<file path="src/rtl/simon_seq_engine.sv">
`timescale 1ns/1ps
// Simon-game sequencer: grows a random button sequence, plays it back as lamp pulses, checks the echo.
// Define SIMON_SPEEDUP_EN to shorten playback phases as the level rises.
module simon_seq_engine #(
  parameter int          BTN_W          = 2,
  parameter int          MAX_LEVEL      = 16,
  parameter int          SHOW_TICKS     = 30,
  parameter int          TIMEOUT_TICKS  = 120,
  parameter logic [15:0] SEED           = 16'hACE1,
  parameter int          SPEEDUP_STEP   = 2,
  parameter int          MIN_SHOW_TICKS = 8,
  localparam int         LW             = $clog2(MAX_LEVEL + 1)
) (
  input  logic             clk,
  input  logic             reset,
  input  logic             start,
  input  logic [BTN_W-1:0] player_num,
  input  logic             player_pressed,
  output logic             simon_turn,
  output logic [BTN_W-1:0] simon_num,
  output logic             simon_pressed,
  output logic [LW-1:0]    level,
  output logic             game_over,
  output logic             game_won
);

  localparam int AW    = $clog2(MAX_LEVEL);
  localparam int TMAX0 = (SHOW_TICKS > TIMEOUT_TICKS) ? SHOW_TICKS : TIMEOUT_TICKS;
  localparam int TMAX  = (TMAX0 > MIN_SHOW_TICKS) ? TMAX0 : MIN_SHOW_TICKS;
  localparam int TW    = $clog2(TMAX + 1);

  typedef enum logic [2:0] {
    S_IDLE, S_APPEND, S_SHOW_ON, S_SHOW_OFF, S_LISTEN, S_LOSE, S_WIN
  } state_t;

  state_t           r_state, w_state_nxt;
  logic [15:0]      r_lfsr;
  logic [LW-1:0]    r_level;
  logic [LW-1:0]    r_idx;
  logic [TW-1:0]    r_tmr;
  logic [BTN_W-1:0] r_mem [MAX_LEVEL];

  logic             w_lfsr_fb;
  logic [BTN_W-1:0] w_rand;
  logic [BTN_W-1:0] w_mem_rd;
  logic [TW-1:0]    w_phase_last;
  logic             w_phase_done;
  logic             w_idx_last;
  logic             w_hit;
  logic             w_timeout;

  assign w_lfsr_fb    = r_lfsr[15] ^ r_lfsr[13] ^ r_lfsr[12] ^ r_lfsr[10];
  assign w_rand       = r_lfsr[BTN_W-1:0];
  assign w_mem_rd     = r_mem[r_idx[AW-1:0]];
  assign w_phase_done = (r_tmr == w_phase_last);
  assign w_idx_last   = (r_idx == (r_level - LW'(1)));
  assign w_hit        = (player_num == w_mem_rd);
  assign w_timeout    = (r_tmr == TW'(TIMEOUT_TICKS - 1));

`ifdef SIMON_SPEEDUP_EN
  // Phase length follows the level; the floor is checked before subtracting so it never wraps.
  always_comb begin
    int v_red;
    int v_len;
    v_red = 0;
    v_len = SHOW_TICKS;
    if (r_level != '0) v_red = (int'(r_level) - 1) * SPEEDUP_STEP;
    if ((SHOW_TICKS <= MIN_SHOW_TICKS) || (v_red >= SHOW_TICKS - MIN_SHOW_TICKS))
      v_len = MIN_SHOW_TICKS;
    else
      v_len = SHOW_TICKS - v_red;
    w_phase_last = TW'(v_len - 1);
  end
`else
  assign w_phase_last = TW'(SHOW_TICKS - 1);
`endif

  always_ff @(posedge clk or posedge reset) begin
    if (reset) r_state <= S_IDLE;
    else       r_state <= w_state_nxt;
  end

  // NOTE: next state defaults to the current state first, so no path leaves it unassigned (no latch).
  always_comb begin
    w_state_nxt = r_state;
    case (r_state)
      S_IDLE, S_LOSE, S_WIN: if (start) w_state_nxt = S_APPEND;
      S_APPEND:              w_state_nxt = S_SHOW_ON;
      S_SHOW_ON:             if (w_phase_done) w_state_nxt = S_SHOW_OFF;
      S_SHOW_OFF:            if (w_phase_done) w_state_nxt = w_idx_last ? S_LISTEN : S_SHOW_ON;
      S_LISTEN: begin
        if (player_pressed) begin
          if (!w_hit)          w_state_nxt = S_LOSE;
          else if (w_idx_last) w_state_nxt = (r_level == LW'(MAX_LEVEL)) ? S_WIN : S_APPEND;
        end else if (w_timeout) begin
          w_state_nxt = S_LOSE;
        end
      end
      default:               w_state_nxt = S_IDLE;
    endcase
  end

  // NOTE: registered state uses non-blocking assignments so every register samples pre-edge values.
  always_ff @(posedge clk or posedge reset) begin
    if (reset) begin
      r_lfsr  <= SEED;
      r_level <= '0;
      r_idx   <= '0;
      r_tmr   <= '0;
    end else begin
      r_lfsr <= {r_lfsr[14:0], w_lfsr_fb};
      case (r_state)
        S_IDLE, S_LOSE, S_WIN: begin
          if (start) begin
            r_level <= '0;
            r_idx   <= '0;
            r_tmr   <= '0;
          end
        end
        S_APPEND: begin
          r_level <= r_level + LW'(1);
          r_idx   <= '0;
          r_tmr   <= '0;
        end
        S_SHOW_ON: r_tmr <= w_phase_done ? '0 : r_tmr + TW'(1);
        S_SHOW_OFF: begin
          if (w_phase_done) begin
            r_tmr <= '0;
            r_idx <= w_idx_last ? '0 : r_idx + LW'(1);
          end else begin
            r_tmr <= r_tmr + TW'(1);
          end
        end
        S_LISTEN: begin
          if (player_pressed) begin
            r_tmr <= '0;
            if (w_hit && !w_idx_last) r_idx <= r_idx + LW'(1);
          end else begin
            r_tmr <= r_tmr + TW'(1);
          end
        end
        default: ;
      endcase
    end
  end

  // NOTE: sequence storage has no reset; every slot is written before it can be read.
  always_ff @(posedge clk) begin
    if (r_state == S_APPEND) r_mem[r_level[AW-1:0]] <= w_rand;
  end

  assign simon_turn    = (r_state == S_APPEND) || (r_state == S_SHOW_ON) || (r_state == S_SHOW_OFF);
  assign simon_pressed = (r_state == S_SHOW_ON);
  assign simon_num     = ((r_state == S_SHOW_ON) || (r_state == S_SHOW_OFF) || (r_state == S_LISTEN))
                         ? w_mem_rd : '0;
  assign level         = r_level;
  assign game_over     = (r_state == S_LOSE) || (r_state == S_WIN);
  assign game_won      = (r_state == S_WIN);

endmodule
</file>
<file path="config.mk">
export PLATFORM = sky130hd
export DESIGN_NAME = simon_seq_engine
export DESIGN_NICKNAME = d
export VERILOG_FILES = /design/src/rtl/simon_seq_engine.sv
export SDC_FILE = /design/constraint.sdc
export NUM_CORES = 1
export LEC_CHECK = 0
export ABC_AREA = 1
export CAP_MARGIN = 10
export CORE_AREA = 10 10 112 114
export DETAILED_ROUTE_END_ITERATION = 7
export DIE_AREA = 0 0 122 124
export PLACE_DENSITY = 0.45
export SYNTH_ARGS = -nofsm -noshare
export SYNTH_HDL_FRONTEND = slang
export SYNTH_SLANG_ARGS = --single-unit
</file>
<file path="constraint.sdc">
create_clock -name clk -period 2.15 [get_ports clk]
set_clock_uncertainty 0.05 [all_clocks]
set_input_delay 0.215 -clock clk [delete_from_list [all_inputs] [get_ports clk]]
set_output_delay 0.215 -clock clk [all_outputs]
set_load 0.01 [all_outputs]
</file>
==> flow_summary.ini <==
[detailed_routing]
drtIter0Drc = 109
dr.pass1.iters = 4
routed_via_density = 4.55
vias = 2455
drc = 0
drt_wl_total_um = 7800
ant_nets = 0
wl_per_cell_um = 14.5

[clock_tree]
htree_levels = 3
clock-sinks = 68
numCtsBuffers = 9
clkLatencyLatePin_ns = 0.34
clock_path_buffers = 2
postCtsSetupRepairBufs = 0
cts_tree = yes
hold_buffers = 0
clk_pin_slew_ns = 0.08
cts-root-buf = clkbuf_8

[floorplan]
initial_core_util_pct = 32.8
row_count = 37
die_h_um = 124
die_w_um = 122
pin_count = 17
core_um2 = 10200
die_area_um2 = 15100

[sta]
period_needed_ns = 2.03
rsz0062_at_grt = false
setup_viol = 0
final_max_slew_viol_count = 0
fin_tns_setup_ns = 0
max_freq_mhz = 492
finalWorstSetupSlack_ns = 0.117
maxSlewHeadroom_pct = 60.1
post-route-period-util_pct = 94.5
hold_violations = 0
tightest_slew_ns = 0.598

[cells_and_area]
drive_gt1_share_pct = 17.1
mostFrequentLayoutCell = nand2_1
diodes = 0
nNetsFinal = 412
nFillCells = 1031
final_cell_mix = 97 x nand2_1, 42 x inv_1, 36 x nor2_1
multiInputGateArea_um2 = 1290
area_growth_pct = 20.8
regArea_um2 = 1870

[global_route]
grt_usage_pct = 11.2
antenna_found_initial = 0
grt_pass1_vias = 2493
grt_max_degree = 37
grt_overflow = 0
grt_pass1_wl_um = 13100

[power]
p_seq_share_pct = 33.4
p_clk_share_pct = 27.5
powerDensity_nw_per_um2 = 1180
irDropWorstVdd_uv = 425
p_leak_nw = 1.80
switching_power_w = 0.00177
power_frac_comb_pct = 39.1
p_int_w = 0.00300
sw_frac_of_total_pct = 37.1

[yosys]
yosysSeqAreaShare_pct = 55.8
yosysWarnings = 0
postSynthCellCount = 366
yosys_register_bits = 68
post_synth.cell_area_avg_um2 = 9.17
yosysUniqueCellTypes = 35
netlist_top_cells_area = edfxtp_1 29%, dfrtp_1 21%, nand2_1 11%
synth_top_area_share_pct = 28.6
synth_area_leader_cell = edfxtp_1
synth_area_um2 = 3360
syn-num-nets = 380

[critical_path]
worstSetupPathType = flip-flop to output port
path_max_fanout = 10
critPathArrivalTime_ns = 1.77
regToRegSetupSlack_ns = 0.17
rr_worst_depth = 11
crit_start = r_idx[0]
required_ns = 1.88
startpoint_type = flip-flop
rr_startpoint = level[1]
cp-end-kind = output port

[place]
routabilityCongestion = 0.832
dp_hpwl_um = 5520
port_buffers = 16
pre_cts_slack_ns = 0.0519

[run_status]
status = finished, final reports clean

[flow_run]
max_cap_viol_count = 0

[min_path]
hp-class = input pin to asynchronous set/reset pin
critical path, stage by stage (launching register included):
cell and delay, ns:
dfrtp_2 0.45, bufbuf_16 0.29, nand2_1 0.08, nand3_1 0.09, nand3_2 0.10, nand3_2 0.09, nand2_2 0.08, o21a_1 0.11
buf_2 0.13
logic make-up after synthesis:
logic type | count (synthesis) | share of synthesized area (%)
AND/OR/NAND/NOR | 193 | 25.4
flip-flops | 68 | 55.8
buffers and inverters | 56 | 6.71
AO/OA/AOI/OAI | 25 | 4.92
XOR/XNOR | 16 | 4.18
adder cells (fa/ha/maj) | 8 | 2.98
path summary, 6_finish.rpt:
path	to
hold reg to reg	r_lfsr[15]
setup reg to reg	r_idx[0]
hold / removal	level[0]
setup / recovery	simon_num[0]
min in group clk	r_lfsr[15]
max in group asynchronous	r_idx[0]
routing by layer:
layer / vias up / global-route usage, % / routed length [µm]
met5: - / 0 / 0
met4: 0 / 4.55 / 104
met3: 7 / 2.76 / 205
met2: 29 / 17.8 / 3630
met1: 1179 / 14.2 / 3860
li1: 1240 / - / -
sequential cells by signal (all words and copies together), names as in the netlist:
register  count
level         5
r_idx         5
r_lfsr       16
r_mem        32
r_state       3
r_tmr         7
power by group through the flow:
stage / clock [W] / combinational (W) / sequential, W
detailed placement: 0 / 0.00183 / 0.00161
floorplan: 0 / 0.00121 / 0.00162
global route: 0.00142 / 0.00212 / 0.00161
finish: 0.00131 / 0.00187 / 0.00159
global placement: 0 / 0.00184 / 0.00161
CTS: 0.00136 / 0.00186 / 0.00159
area by class of cell:
class,instances,share of cell area (%)
tap,136,4.20
multi-input combinational,242,31.9
clock buffer,12,4.38
inverter,50,4.69
clock inverter,4,1.91
sequential,68,46.2
timing repair buffer,27,6.67
cells in the mapped netlist (all sizes together):
cell     number
dfstp         8
ha            8
nand3        38
clkbuf        1
xor2          9
nor3          5
a2bb2oi       1
o22ai         3
nand2       104
nor3b         1
buf           5
nand3b        1
o21ai         7
o21a          3
edfxtp       32
or2           1
inv          50
xnor2         7
a21oi        11
nor2         39
nand4         4
dfrtp        28
timing repair:
item                       in CTS  in global routing
gates cloned                    1                  0
gates resized for setup         7                 12
pin swaps                       1                  4
setup endpoints to repair       2                 11
stage by stage:
stage / utilization (%) / std cells / power, W / cell area, µm² / hold WS (ns)
3_3_place_gp: 36.5 / 522 / 0.00345 / 3740 / 0.284
4_1_cts: 39.3 / 539 / 0.00480 / 4020 / 0.228
6_report: 39.6 / 539 / 0.00477 / 4050 / 0.231
2_1_floorplan: - / 366 / 0.00283 / 3360 / 0.281
5_1_grt: 39.6 / 539 / 0.00515 / 4050 / 0.288
3_5_place_dp: 36.5 / 522 / 0.00344 / 3740 / 0.288
Note: power is estimated with default switching activity, not from simulation.
